<file path="config.mk">
export PLATFORM = sky130hd
export DESIGN_NAME = seg7_scan_ctrl_flat
export DESIGN_NICKNAME = d
export VERILOG_FILES = /design/src/rtl/seg7_pkg.sv /design/src/rtl/seg7_scan_ctrl_if.sv /design/src/rtl/seg7_hex_decode.sv /design/src/rtl/seg7_scan_ctrl.sv /design/src/flat_wrapper.sv
export SDC_FILE = /design/constraint.sdc
export NUM_CORES = 1
export LEC_CHECK = 0
export ABC_AREA = 1
export CAP_MARGIN = 15
export CORE_MARGIN = 3
export CORE_UTILIZATION = 55
export DETAILED_ROUTE_END_ITERATION = 16
export PLACE_DENSITY = 0.85
export SLEW_MARGIN = 20
export SYNTH_ARGS = -nofsm -noshare
export SYNTH_HDL_FRONTEND = slang
export SYNTH_SLANG_ARGS = --single-unit
</file>
<file path="constraint.sdc">
create_clock -name clk -period 7.5 [get_ports clk]
set_clock_uncertainty 0.15 [all_clocks]
set_input_delay 1.5 -clock clk [delete_from_list [all_inputs] [get_ports clk]]
set_output_delay 1.5 -clock clk [all_outputs]
set_load 0.02 [all_outputs]
</file>
<file path="src/rtl/seg7_pkg.sv">
// Shared seven-segment definitions: active-low hex font, segment bit positions,
// scan FSM states and the per-digit record.
package seg7_pkg;

  localparam logic [7:0] SEG_OFF = 8'hFF;

  localparam int SEG_A  = 0;
  localparam int SEG_B  = 1;
  localparam int SEG_C  = 2;
  localparam int SEG_D  = 3;
  localparam int SEG_E  = 4;
  localparam int SEG_F  = 5;
  localparam int SEG_G  = 6;
  localparam int SEG_DP = 7;

  // Indexed by hex value, {dp,g,f,e,d,c,b,a} active low, dp held dark
  localparam logic [15:0][7:0] SEG_FONT = {
    8'h8E, 8'h86, 8'hA1, 8'hC6, 8'h83, 8'h88, 8'h90, 8'h80,
    8'hF8, 8'h82, 8'h92, 8'h99, 8'hB0, 8'hA4, 8'hF9, 8'hC0
  };

  typedef enum logic {BLANK, SHOW} scan_state_t;

  typedef struct packed {
    logic [3:0] value;
    logic       dp;
    logic       on;
  } digit_t;

endpackage

</file>
<file path="src/rtl/seg7_scan_ctrl_if.sv">
// Digit write port between user logic (master) and the scan controller (slave).
interface seg7_scan_ctrl_if #(
  parameter int DIGITS = 4
);
  localparam int IW = (DIGITS > 1) ? $clog2(DIGITS) : 1;

  logic          wr_valid;
  logic          wr_ready;
  logic [IW-1:0] wr_digit;
  logic [3:0]    wr_value;
  logic          wr_dp;
  logic          wr_on;

  modport master (output wr_valid, wr_digit, wr_value, wr_dp, wr_on, input wr_ready);
  modport slave  (input wr_valid, wr_digit, wr_value, wr_dp, wr_on, output wr_ready);

endinterface

</file>
<file path="src/rtl/seg7_hex_decode.sv">
// Combinational {value, dp, on} to active-low segment pattern; unlit digits go dark.
module seg7_hex_decode
  import seg7_pkg::*;
(
  input  logic [3:0] i_value,
  input  logic       i_dp,
  input  logic       i_on,
  output logic [7:0] o_seg
);

  always_comb begin
    o_seg = SEG_OFF;
    if (i_on) begin
      o_seg         = SEG_FONT[i_value];
      o_seg[SEG_DP] = ~i_dp;
    end
  end

endmodule

</file>
<file path="src/rtl/seg7_scan_ctrl.sv">
// Four-digit seven-segment scan controller: shadow/active banks with frame-boundary
// commit, per-slot anti-ghosting blank, all outputs registered.
module seg7_scan_ctrl
  import seg7_pkg::*;
#(
  parameter  int DIGITS       = 4,
  parameter  int TICK_CYCLES  = 100000,
  parameter  int BLANK_CYCLES = 1000,
  localparam int IW           = (DIGITS > 1) ? $clog2(DIGITS) : 1,
  localparam int CW           = $clog2(TICK_CYCLES)
)(
  input  logic              clk,
  input  logic              rst_n,
  input  logic              enable,
  seg7_scan_ctrl_if.slave   wr,
  output logic [7:0]        io_seg,
  output logic [DIGITS-1:0] io_sel,
  output logic [IW-1:0]     scan_idx,
  output logic              frame_done
);

  scan_state_t            r_state, w_state_nxt;
  logic [CW-1:0]          r_cnt, w_cnt_nxt;
  logic [IW-1:0]          w_idx_nxt;
  digit_t [DIGITS-1:0]    r_shd, r_act, w_act_nxt;
  digit_t                 w_cur, w_wr_dig;
  logic                   w_wrap, w_fd_nxt, w_commit, w_wr_fire;
  logic [7:0]             w_dec, w_seg_nxt;
  logic [DIGITS-1:0]      w_sel_nxt;

  assign w_wrap = (r_cnt == CW'(TICK_CYCLES - 1));

  always_comb begin
    w_cnt_nxt = '0;
    w_idx_nxt = '0;
    if (enable) begin
      w_cnt_nxt = w_wrap ? '0 : r_cnt + 1'b1;
      w_idx_nxt = scan_idx;
      if (w_wrap)
        w_idx_nxt = (scan_idx == IW'(DIGITS - 1)) ? '0 : scan_idx + 1'b1;
    end
  end

  // Outputs are registered against the next counter state so they line up with it
  assign w_fd_nxt = enable && (w_idx_nxt == IW'(DIGITS - 1)) &&
                    (w_cnt_nxt == CW'(TICK_CYCLES - 1));

  always_ff @(posedge clk or negedge rst_n) begin
    if (!rst_n) r_state <= BLANK;
    else        r_state <= w_state_nxt;
  end

  always_comb begin
    w_state_nxt = r_state;
    if (!enable) begin
      w_state_nxt = BLANK;
    end else begin
      case (r_state)
        BLANK:   if (r_cnt == CW'(BLANK_CYCLES - 1)) w_state_nxt = SHOW;
        SHOW:    if (w_wrap) w_state_nxt = BLANK;
        default: w_state_nxt = BLANK;
      endcase
    end
  end

  // Active bank only moves at the frame boundary, or continuously while disabled
  assign w_commit  = !enable || frame_done;
  assign w_act_nxt = w_commit ? r_shd : r_act;
  assign w_wr_fire = wr.wr_valid && wr.wr_ready;
  assign w_wr_dig  = '{value: wr.wr_value, dp: wr.wr_dp, on: wr.wr_on};

  always_ff @(posedge clk or negedge rst_n) begin
    if (!rst_n) begin
      r_shd <= '0;
      r_act <= '0;
    end else begin
      r_act <= w_act_nxt;
      for (int d = 0; d < DIGITS; d++)
        if (w_wr_fire && wr.wr_digit == IW'(d)) r_shd[d] <= w_wr_dig;
    end
  end

  assign w_cur = w_act_nxt[w_idx_nxt];

  seg7_hex_decode u_dec (
    .i_value (w_cur.value),
    .i_dp    (w_cur.dp),
    .i_on    (w_cur.on),
    .o_seg   (w_dec)
  );

  always_comb begin
    w_seg_nxt = SEG_OFF;
    w_sel_nxt = '1;
    if (w_state_nxt == SHOW && w_cur.on) begin
      w_seg_nxt            = w_dec;
      w_sel_nxt[w_idx_nxt] = 1'b0;
    end
  end

  always_ff @(posedge clk or negedge rst_n) begin
    if (!rst_n) begin
      r_cnt       <= '0;
      scan_idx    <= '0;
      frame_done  <= 1'b0;
      io_seg      <= SEG_OFF;
      io_sel      <= '1;
      wr.wr_ready <= 1'b0;
    end else begin
      r_cnt       <= w_cnt_nxt;
      scan_idx    <= w_idx_nxt;
      frame_done  <= w_fd_nxt;
      io_seg      <= w_seg_nxt;
      io_sel      <= w_sel_nxt;
      wr.wr_ready <= !w_fd_nxt;
    end
  end

endmodule

</file>
<file path="src/flat_wrapper.sv">
// flat-port wrapper written by rule: the top's interface ports become plain ports
module seg7_scan_ctrl_flat import seg7_pkg::*;
#(
  parameter  int DIGITS       = 4,
  parameter  int TICK_CYCLES  = 100000,
  parameter  int BLANK_CYCLES = 1000,
  localparam int IW           = (DIGITS > 1) ? $clog2(DIGITS) : 1,
  localparam int CW           = $clog2(TICK_CYCLES)
)
  (clk, rst_n, enable, io_seg, io_sel, scan_idx, frame_done, wr_wr_valid, wr_wr_digit, wr_wr_value, wr_wr_dp, wr_wr_on, wr_wr_ready);
  seg7_scan_ctrl_if #(.DIGITS(DIGITS)) wr_i ();
  input  logic clk;
  input  logic rst_n;
  input  logic enable;
  output logic [7:0] io_seg;
  output logic [DIGITS-1:0] io_sel;
  output logic [IW-1:0] scan_idx;
  output logic frame_done;
  input wire logic [$bits(wr_i.wr_valid)-1:0] wr_wr_valid;
  input wire logic [$bits(wr_i.wr_digit)-1:0] wr_wr_digit;
  input wire logic [$bits(wr_i.wr_value)-1:0] wr_wr_value;
  input wire logic [$bits(wr_i.wr_dp)-1:0] wr_wr_dp;
  input wire logic [$bits(wr_i.wr_on)-1:0] wr_wr_on;
  output wire logic [$bits(wr_i.wr_ready)-1:0] wr_wr_ready;
  assign wr_i.wr_valid = wr_wr_valid;
  assign wr_i.wr_digit = wr_wr_digit;
  assign wr_i.wr_value = wr_wr_value;
  assign wr_i.wr_dp = wr_wr_dp;
  assign wr_i.wr_on = wr_wr_on;
  assign wr_wr_ready = wr_i.wr_ready;
  seg7_scan_ctrl #(.DIGITS(DIGITS), .TICK_CYCLES(TICK_CYCLES), .BLANK_CYCLES(BLANK_CYCLES)) u_core (.clk(clk), .rst_n(rst_n), .enable(enable), .wr(wr_i), .io_seg(io_seg), .io_sel(io_sel), .scan_idx(scan_idx), .frame_done(frame_done));
endmodule
</file>
Word-level counts from Yosys, hierarchy flattened
Memory sizes are Yosys's and may differ from the RTL's.
Cells that the tools add are included.
- memories kept: 1
- output and inout port bits: 16
- logic and storage cells: 79
- RAM bits: 0
- input port bits: 12
- bits in latches: 0
- bits in read-only memories: 128
- flip-flop bits (word level): 82
- memories (memory ; words ; width ; rd ports ; clocked after Yosys merged registers in ; wr ports ; line ; source):
    (name not given) ; 16 ; 8 ; 1 ; 0 ; 0 ; seg7_hex_decode.sv:14 ; o_seg = SEG_FONT[i_value];
- div/mod/pow operators: 0
- bitwise gates (word level): 3
- $add $sub $neg: 2
- multiply operators: 0
- equal/unequal tests: 8
- reduce and logical (&&, ||, !) cells: 13
- shift operators: 0
- $lt $le $gt $ge: 3
- mux-type cells: 18
- operators by type and width (operator ; count):
    equality test 17 bit (second input constant) ; 2
    two-way mux 17 bit ; 2
    two-way mux 24 bit ; 1
    adder 17 x 1 -> 17 bit (second input constant) ; 1
    equality test 17 x 10 -> 1 bit (second input constant) ; 1
    two-way mux 8 bit ; 2
    binary-select mux 6 bit (select 2 bit) ; 1
    logical AND 1 bit ; 9
    equality test 2 bit (second input constant) ; 4
    two-way mux 7 bit ; 1
    two-way mux 2 bit ; 3
    two-way mux 6 bit ; 1
    < comparator 4 x 5 -> 1 bit (second input constant) ; 1
    two-way mux 1 bit ; 4
    two-way mux 4 bit ; 1
    NOT 4 bit ; 1
    < comparator 2 x 3 -> 1 bit (second input constant) ; 1
    adder 2 x 1 -> 2 bit (second input constant) ; 1
    demux 1 bit (select 2 bit) ; 1
    equality test 2 x 1 -> 1 bit (second input constant) ; 1
    greater-or-equal comparator 2 x 1 -> 1 bit (second input constant) ; 1
    zero test 1 bit ; 2
    zero test 2 bit ; 1
    NOT 1 bit ; 2
    2 further kinds ; 2

Depth between registers and ports, before layout
Gate-level depths: netlist of the first run.
- depth in word-level cells: 10
- depth in mapped cells: 20
- depth with buffers taken out: 20

Cells and area by module
A second synthesis of the first run with hierarchy kept.
- cells, all modules: 471
- area total of the unflattened synthesis: 4102.7 µm²
- by module, submodules not included (module ; instances ; area an instance (µm²) ; seq. area each (µm²) ; cells an instance):
    seg7_scan_ctrl ; 1 ; 3803.6 ; 2067.0 ; 419
    seg7_hex_decode ; 1 ; 299.0 ; 0.0 ; 52

Worst setup path before layout of the first run
OpenSTA, ideal clock, no wires.
- kind: input to register
- start point: input port enable
- end point: register u_core.io_seg[0]
- path slack: 3.959 ns
- arrival: 3.305 ns
- library setup time: 0.086 ns
- cell stages on the path: 15
- buffers on the path: 3
- data required time: 7.264 ns
- cells stage by stage: buf_6 > inv_4 > or2_1 > buf_6 > buf_6 > mux2_4 > nand3_1 > nand2_2 > nor2_4 > inv_1 > ha_1 > inv_1 > nand3_1 > nand3_1 > nand3_1
- RTL lines (what ; line ; source):
    start: declaration ; flat_wrapper.sv:14 ; input logic enable;
    end signal: assignment ; seg7_scan_ctrl.sv:113 ; io_seg <= w_seg_nxt;
    end: declaration ; seg7_scan_ctrl.sv:16 ; output logic [7:0] io_seg,

==> flow_summary_export.csv, run 1 <==
group,metric,value,unit
logic_synthesis,yosys_warnings,0,
critical_path,crit_required,7.63,ns
die,placementRows,30,
logic_synthesis,synthCells,481,
die,die_area,8480,um^2
global_route,grt_antenna_before_repair,0,
die,initial_core_util,0.584,
logic_synthesis,synth_area,4070,um^2
global_route,grt_pass1_vias,3182,
clock_network,cts_tree,"done",
clock_network,cts-root-buf,"clkbuf_8",
global_route,grt_pass1_wl,14500,um
timing,setup_viol,0,
layout,layout.nets,528,
global_route,grt_max_degree,83,
critical_path,endpoint_kind,"flip-flop",
place,gp_congestion,0.967,
timing,worstMarginPinSlew,0.619,ns
pwr,power_density,217,nW/um^2
clock_network,clkTransAtPathRegs,0.08,ns
layout,area_growth,13.3,%
critical_path,path_class,"in2reg",
detailed_routing,vias_per_cell,5.26,
logic_synthesis,synth_area_per_cell,8.47,um^2
detailed_routing,drtAntennaViolNets,0,
timing,finalSetupTns,0,ns
critical_path,cpLargestDelayFamily,"buffers and inverters",
logic_synthesis,synth_area_leaders,"dfrtp_1 43%, nand2_1 11%, dfstp_2 7.7%",
critical_path,crit_chain,"clkdlybuf4s50_1, inv_4, or2_1, buf_4, mux2_2, nand2_1, nand2_1, nand2_1, nand2_1, inv_1, ha_1, inv_1, nand3_1, nand2_1, nand2_1, nand3_1",
clock_network,cts_buffers,9,
place,pre_cts_ws,3.11,ns
pwr,totalPowerFinal,999,uW
timing,fmax,0.246,GHz
logic_synthesis,syn_nets,501,
timing,fin_hold_ws,0.336,ns
detailed_routing,drt_iter0_markers,203,
timing,setup_ws,3.43,ns
timing,layout_min_cycle_time,4.07,ns
global_route,overflow,0,
critical_path,cpPeakStageDelay,0.64,ns
min_path,hp-class,"reg2reg",
detailed_routing,finalWirelength,8400,um
logic_synthesis,synth_top_area_frac,0.430,
global_route,gr-usage-all-layers,0.215,
timing,grt_setup_unrepaired,"false",
place,dp_hpwl,5880,um
clock_network,hold_buffers,0,
timing,hold_violations,0,
detailed_routing,vias,3202,
pwr,peakVddDrop,0.000155,V
timing,slew_headroom,0.585,
layout,diodes,0,
die,fp.dieH,92.1,um
run,maxCapViolations,0,
die,io-pin-count,28,
logic_synthesis,seq_area_frac_synth,0.507,
critical_path,cp.arrival,4.20,ns
outcome,status,"finished, final reports clean",
place,portBuffers,27,
layout,layout_commonest_cell,"nand2_1",
critical_path,r2r_setup_slack,4.48,ns
logic_synthesis,synth_area_leader_cell,"dfrtp_1",
critical_path,path_max_fanout,37,
detailed_routing,route.detailed.drc,0,
clock_network,ctsResizeCount,0,
layout,final_core_util,0.661,
detailed_routing,drt-wirelength-per-cell,13.8,um
timing,finalMaxSlewViolations,0,
critical_path,crit_top_cell,"nand2_1",
die,coreArea,6980,um^2
layout,drive_above_1_share,0.136,
layout,layout_common_cells,"116 x nand2_1, 70 x dfrtp_1, 67 x inv_1",
clock_network,htree_levels,3,
layout,n_fill_cell,578,
logic_synthesis,synth_cell_types,34,
die,dieWidth,92.1,um
critical_path,worstSetupStartpointType,"input port",
detailed_routing,dr.pass1.iters,5,
clock_network,cts_sinks,82,
clock_network,clk_latency,0.37,ns
timing,fin_crit_sh,0.543,
critical_path,cp_num_buf_inv,5,
critical_path,cp_slowest_cell,"clkdlybuf4s50_1",
logic_synthesis,ys_seq_elements,82,
clock_network,post_cts_buffers,0,
clock_network,max-clock-path-buffers,2,
pwr,leakage,2.25,nW
## routing by layer
layer	global-route usage	share of wire	vias to the layer above
li1	-	-	1583
met1	0.289	0.46	1510
met2	0.332	0.47	92
met3	0.0443	0.049	17
met4	0.108	0.022	0
met5	0	0	-
## synth_stat cells
cell and instances:
ha_1 8, a21oi_4 1, and3_1 2, or2_2 1, o21ai_2 1, o21ai_0 33, nand3_2 3, mux2_2 7
nor2_4 3, inv_1 67, nor2_1 37, a22oi_1 1, nand2_4 1, nor2_2 4, clkbuf_1 5, nand4_2 1
xor2_1 4, buf_6 6, nor3_1 11, nand3b_1 1, or2_1 1, dfrtp_1 70, inv_2 6, o21ai_1 4
nand3_1 42, nand2_2 5, a21oi_1 8, mux2_4 4, nand2_1 116, buf_2 2, inv_4 1, o21bai_1 1
nand4_1 12, dfstp_2 12
## state kept, by name, indices dropped and copies added (netlist names)
register / flops
u_core.r_act: 24
u_core.r_shd: 24
u_core.r_cnt: 17
u_core.io_seg: 8
u_core.io_sel: 4
u_core.scan_idx: 2
u_core.frame_done: 1
u_core.r_state: 1
u_core.wr.wr_ready: 1
## where the power goes
part	internal, mW	leakage [nW]	switching, mW
sequential	0.487	1.01	0.0197
clock	0.167	0.104	0.171
combinational	0.0594	1.13	0.0961
total	0.713	2.25	0.286
## per-stage QoR
stage,area [um^2],cells
floorplan,4070,481
global placement,4370,592
detailed placement,4370,592
CTS,4580,608
global route,4620,609
finish,4620,609
## layout make-up
type / instances / area (um^2) / area share
inverters: 74 / 280 / 0.0607
clock inverters: 6 / 72.6 / 0.0157
flip-flops and latches: 82 / 2070 / 0.448
well taps: 96 / 120 / 0.0260
repair buffers: 29 / 303 / 0.0656
clock buffers: 10 / 138 / 0.0298
multi-input cells: 312 / 1640 / 0.354
## final timing paths
check	from	to	cells after the start
max in group asynchronous	rst_n	u_core.io_seg[5]	2
min in group asynchronous	rst_n	u_core.r_cnt[14]	1
setup / recovery	enable	u_core.io_seg[5]	16
setup reg to reg	u_core.r_cnt[0]	u_core.io_seg[0]	17
hold reg to reg	u_core.r_cnt[0]	u_core.r_cnt[0]	1
hold / removal	u_core.r_cnt[0]	u_core.r_cnt[0]	1
## worst register-to-register path, cell delays in order (launching register included)
cell,delay (ns)
dfrtp_1,0.39
ha_1,0.18
nand2_1,0.09
inv_2,0.08
nand2_1,0.09
inv_2,0.18
nand3_2,0.14
nand2_1,0.08
nand3_1,0.31
nor2_2,0.33
nand2_1,0.10
nand2_1,0.11
nor2_4,0.06
ha_1,0.23
inv_1,0.12
nand3_1,0.11
nand3_1,0.12
nand3_1,0.08
## kinds of logic after synthesis
family / synth area share
simple gates: 0.268
buf+inv: 0.0924
flops: 0.507
compound gates: 0.0651
mux: 0.0341
fa+ha+maj: 0.0246
xor+xnor: 0.00860
No activity file was read; power rests on OpenSTA's default activity.
==> run 2, diff against run 1 <==
clock period = 4 ns   (was 7.5 ns; I/O delays follow)
==> flow_summary_export.csv, run 2 (synthesis results as in run 1) <==
group,metric,value,unit
critical_path,worstSetupStartpointType,"input port",
detailed_routing,vias,3214,
die,coreArea,6980,um^2
pwr,p_sw,509,uW
die,placementRows,30,
timing,fin_crit_sh,0.770,
layout,top_regs,"u_core.r_act x24, u_core.r_shd x24, u_core.r_cnt x17",
critical_path,cpPeakStageDelay,0.46,ns
pwr,peakVddDrop,0.000327,V
detailed_routing,dr.pass1.iters,5,
timing,hold_violations,0,
die,die_area,8480,um^2
detailed_routing,drtAntennaViolNets,0,
critical_path,cpLargestDelayFamily,"simple AND/OR/NAND/NOR gates",
detailed_routing,vias_per_cell,5.27,
place,portBuffers,27,
clock_network,clkTransAtPathRegs,0.08,ns
pwr,p_sw_frac,0.284,
run,maxCapViolations,0,
pwr,power_density,390,nW/um^2
pwr,p_seq_frac,0.530,
die,io-pin-count,28,
clock_network,cts_buffers,9,
timing,worstMarginPinSlew,0.470,ns
clock_network,hold_buffers,0,
critical_path,crit_required,4.12,ns
layout,n_fill_cell,574,
global_route,overflow,0,
layout,layout_common_cells,"116 x nand2_1, 70 x dfrtp_1, 67 x inv_1",
timing,setup_viol,0,
clock_network,clk_latency,0.35,ns
die,dieWidth,92.1,um
clock_network,cts_sinks,82,
layout,layout.nets,530,
timing,layout_min_cycle_time,3.08,ns
place,gp_congestion,0.912,
timing,finalMaxSlewViolations,0,
detailed_routing,finalWirelength,8240,um
layout,multi_input_area,1630,um^2
critical_path,cp_num_buf_inv,3,
layout,ff_latch_area,2070,um^2
pwr,totalPowerFinal,1.79,mW
clock_network,cts_tree,"done",
global_route,grt_max_degree,83,
timing,finalSetupTns,0,ns
global_route,grt_pass1_wl,14500,um
global_route,gr-usage-all-layers,0.216,
place,placedInstanceArea,4390,um^2
critical_path,path_max_fanout,26,
layout,drive_above_1_share,0.134,
clock_network,ctsResizeCount,0,
global_route,grt_pass1_vias,3088,
detailed_routing,route.detailed.drc,0,
pwr,intPower,1.28,mW
timing,grt_setup_unrepaired,"false",
critical_path,cp_slowest_cell,"clkdlybuf4s50_1",
timing,fmax,0.325,GHz
timing,slew_headroom,0.684,
pwr,combPwrFrac,0.161,
outcome,status,"finished, final reports clean",
critical_path,cp.arrival,3.20,ns
layout,design_area,4590,um^2
clock_network,cts-root-buf,"clkbuf_8",
critical_path,endpoint_kind,"flip-flop",
detailed_routing,drt-wirelength-per-cell,13.5,um
pwr,clkPwrFrac,0.309,
timing,fin_hold_ws,0.177,ns
critical_path,crit_chain,"clkdlybuf4s50_1, inv_4, or2_1, buf_4, mux2_2, nand2_1, nand2_1, nand2_2, nand2_4, nand2_2, nand2_1, nand2_1, nand3_1",
layout,layout_commonest_cell,"nand2_1",
clock_network,post_cts_buffers,0,
critical_path,path_class,"in2reg",
global_route,grt_antenna_before_repair,0,
critical_path,crit_top_cell,"nand2_1",
min_path,hp-class,"in2async",
pwr,leakage,2.24,nW
place,dp_hpwl,5990,um
die,fp.dieH,92.1,um
detailed_routing,drt_iter0_markers,225,
layout,area_growth,12.8,%
clock_network,max-clock-path-buffers,2,
layout,diodes,0,
clock_network,htree_levels,3,
die,initial_core_util,0.584,
[run 2: power by group through the flow]
stage | logic, mW | registers, mW | clock network, mW
detailed placement | 0.283 | 0.964 | 0
global placement | 0.277 | 0.960 | 0
floorplan | 0.212 | 0.949 | 0
global route | 0.332 | 0.958 | 0.602
finish | 0.289 | 0.950 | 0.553
CTS | 0.285 | 0.949 | 0.565
[run 2: per-stage QoR]
step / instances / util / setup slack [ns]
final: 610 / 0.658 / 0.922
after global routing: 610 / 0.658 / 0.596
after CTS: 609 / 0.654 / 0.937
after detailed placement: 594 / 0.628 / 0.574
after global placement: 594 / 0.628 / 0.638
after floorplan: 481 / - / 1.16
[run 2: worst paths after layout]
kind | startpoint | endpoint | slack (ns) | depth (start not counted)
worst max-delay path | enable | u_core.io_seg[5] | 0.92 | 13
min in group clk | u_core.r_cnt[0] | u_core.r_cnt[0] | 0.34 | 1
worst max register to register | u_core.r_cnt[0] | u_core.io_seg[3] | 0.96 | 17
worst min-delay path | rst_n | u_core.r_cnt[14] | 0.18 | 1
max in group asynchronous | rst_n | u_core.io_seg[5] | 2.88 | 2
worst min register to register | u_core.r_cnt[0] | u_core.r_cnt[0] | 0.34 | 1
[run 2: routing by layer]
metal | vias to the layer above | track usage | wire length (um)
li1 | 1580 | - | -
met2 | 115 | 0.329 | 3750
met1 | 1502 | 0.301 | 3870
met4 | 0 | 0.0644 | 157
met5 | - | 0 | 0
met3 | 17 | 0.0615 | 470
[run 2: area by class of cell]
cell class / count / share of cell area
tap: 96 / 0.0261
clock inverter: 3 / 0.00517
inverter: 74 / 0.0610
sequential: 82 / 0.450
timing repair buffer: 31 / 0.0692
clock buffer: 12 / 0.0338
multi-input combinational: 312 / 0.355
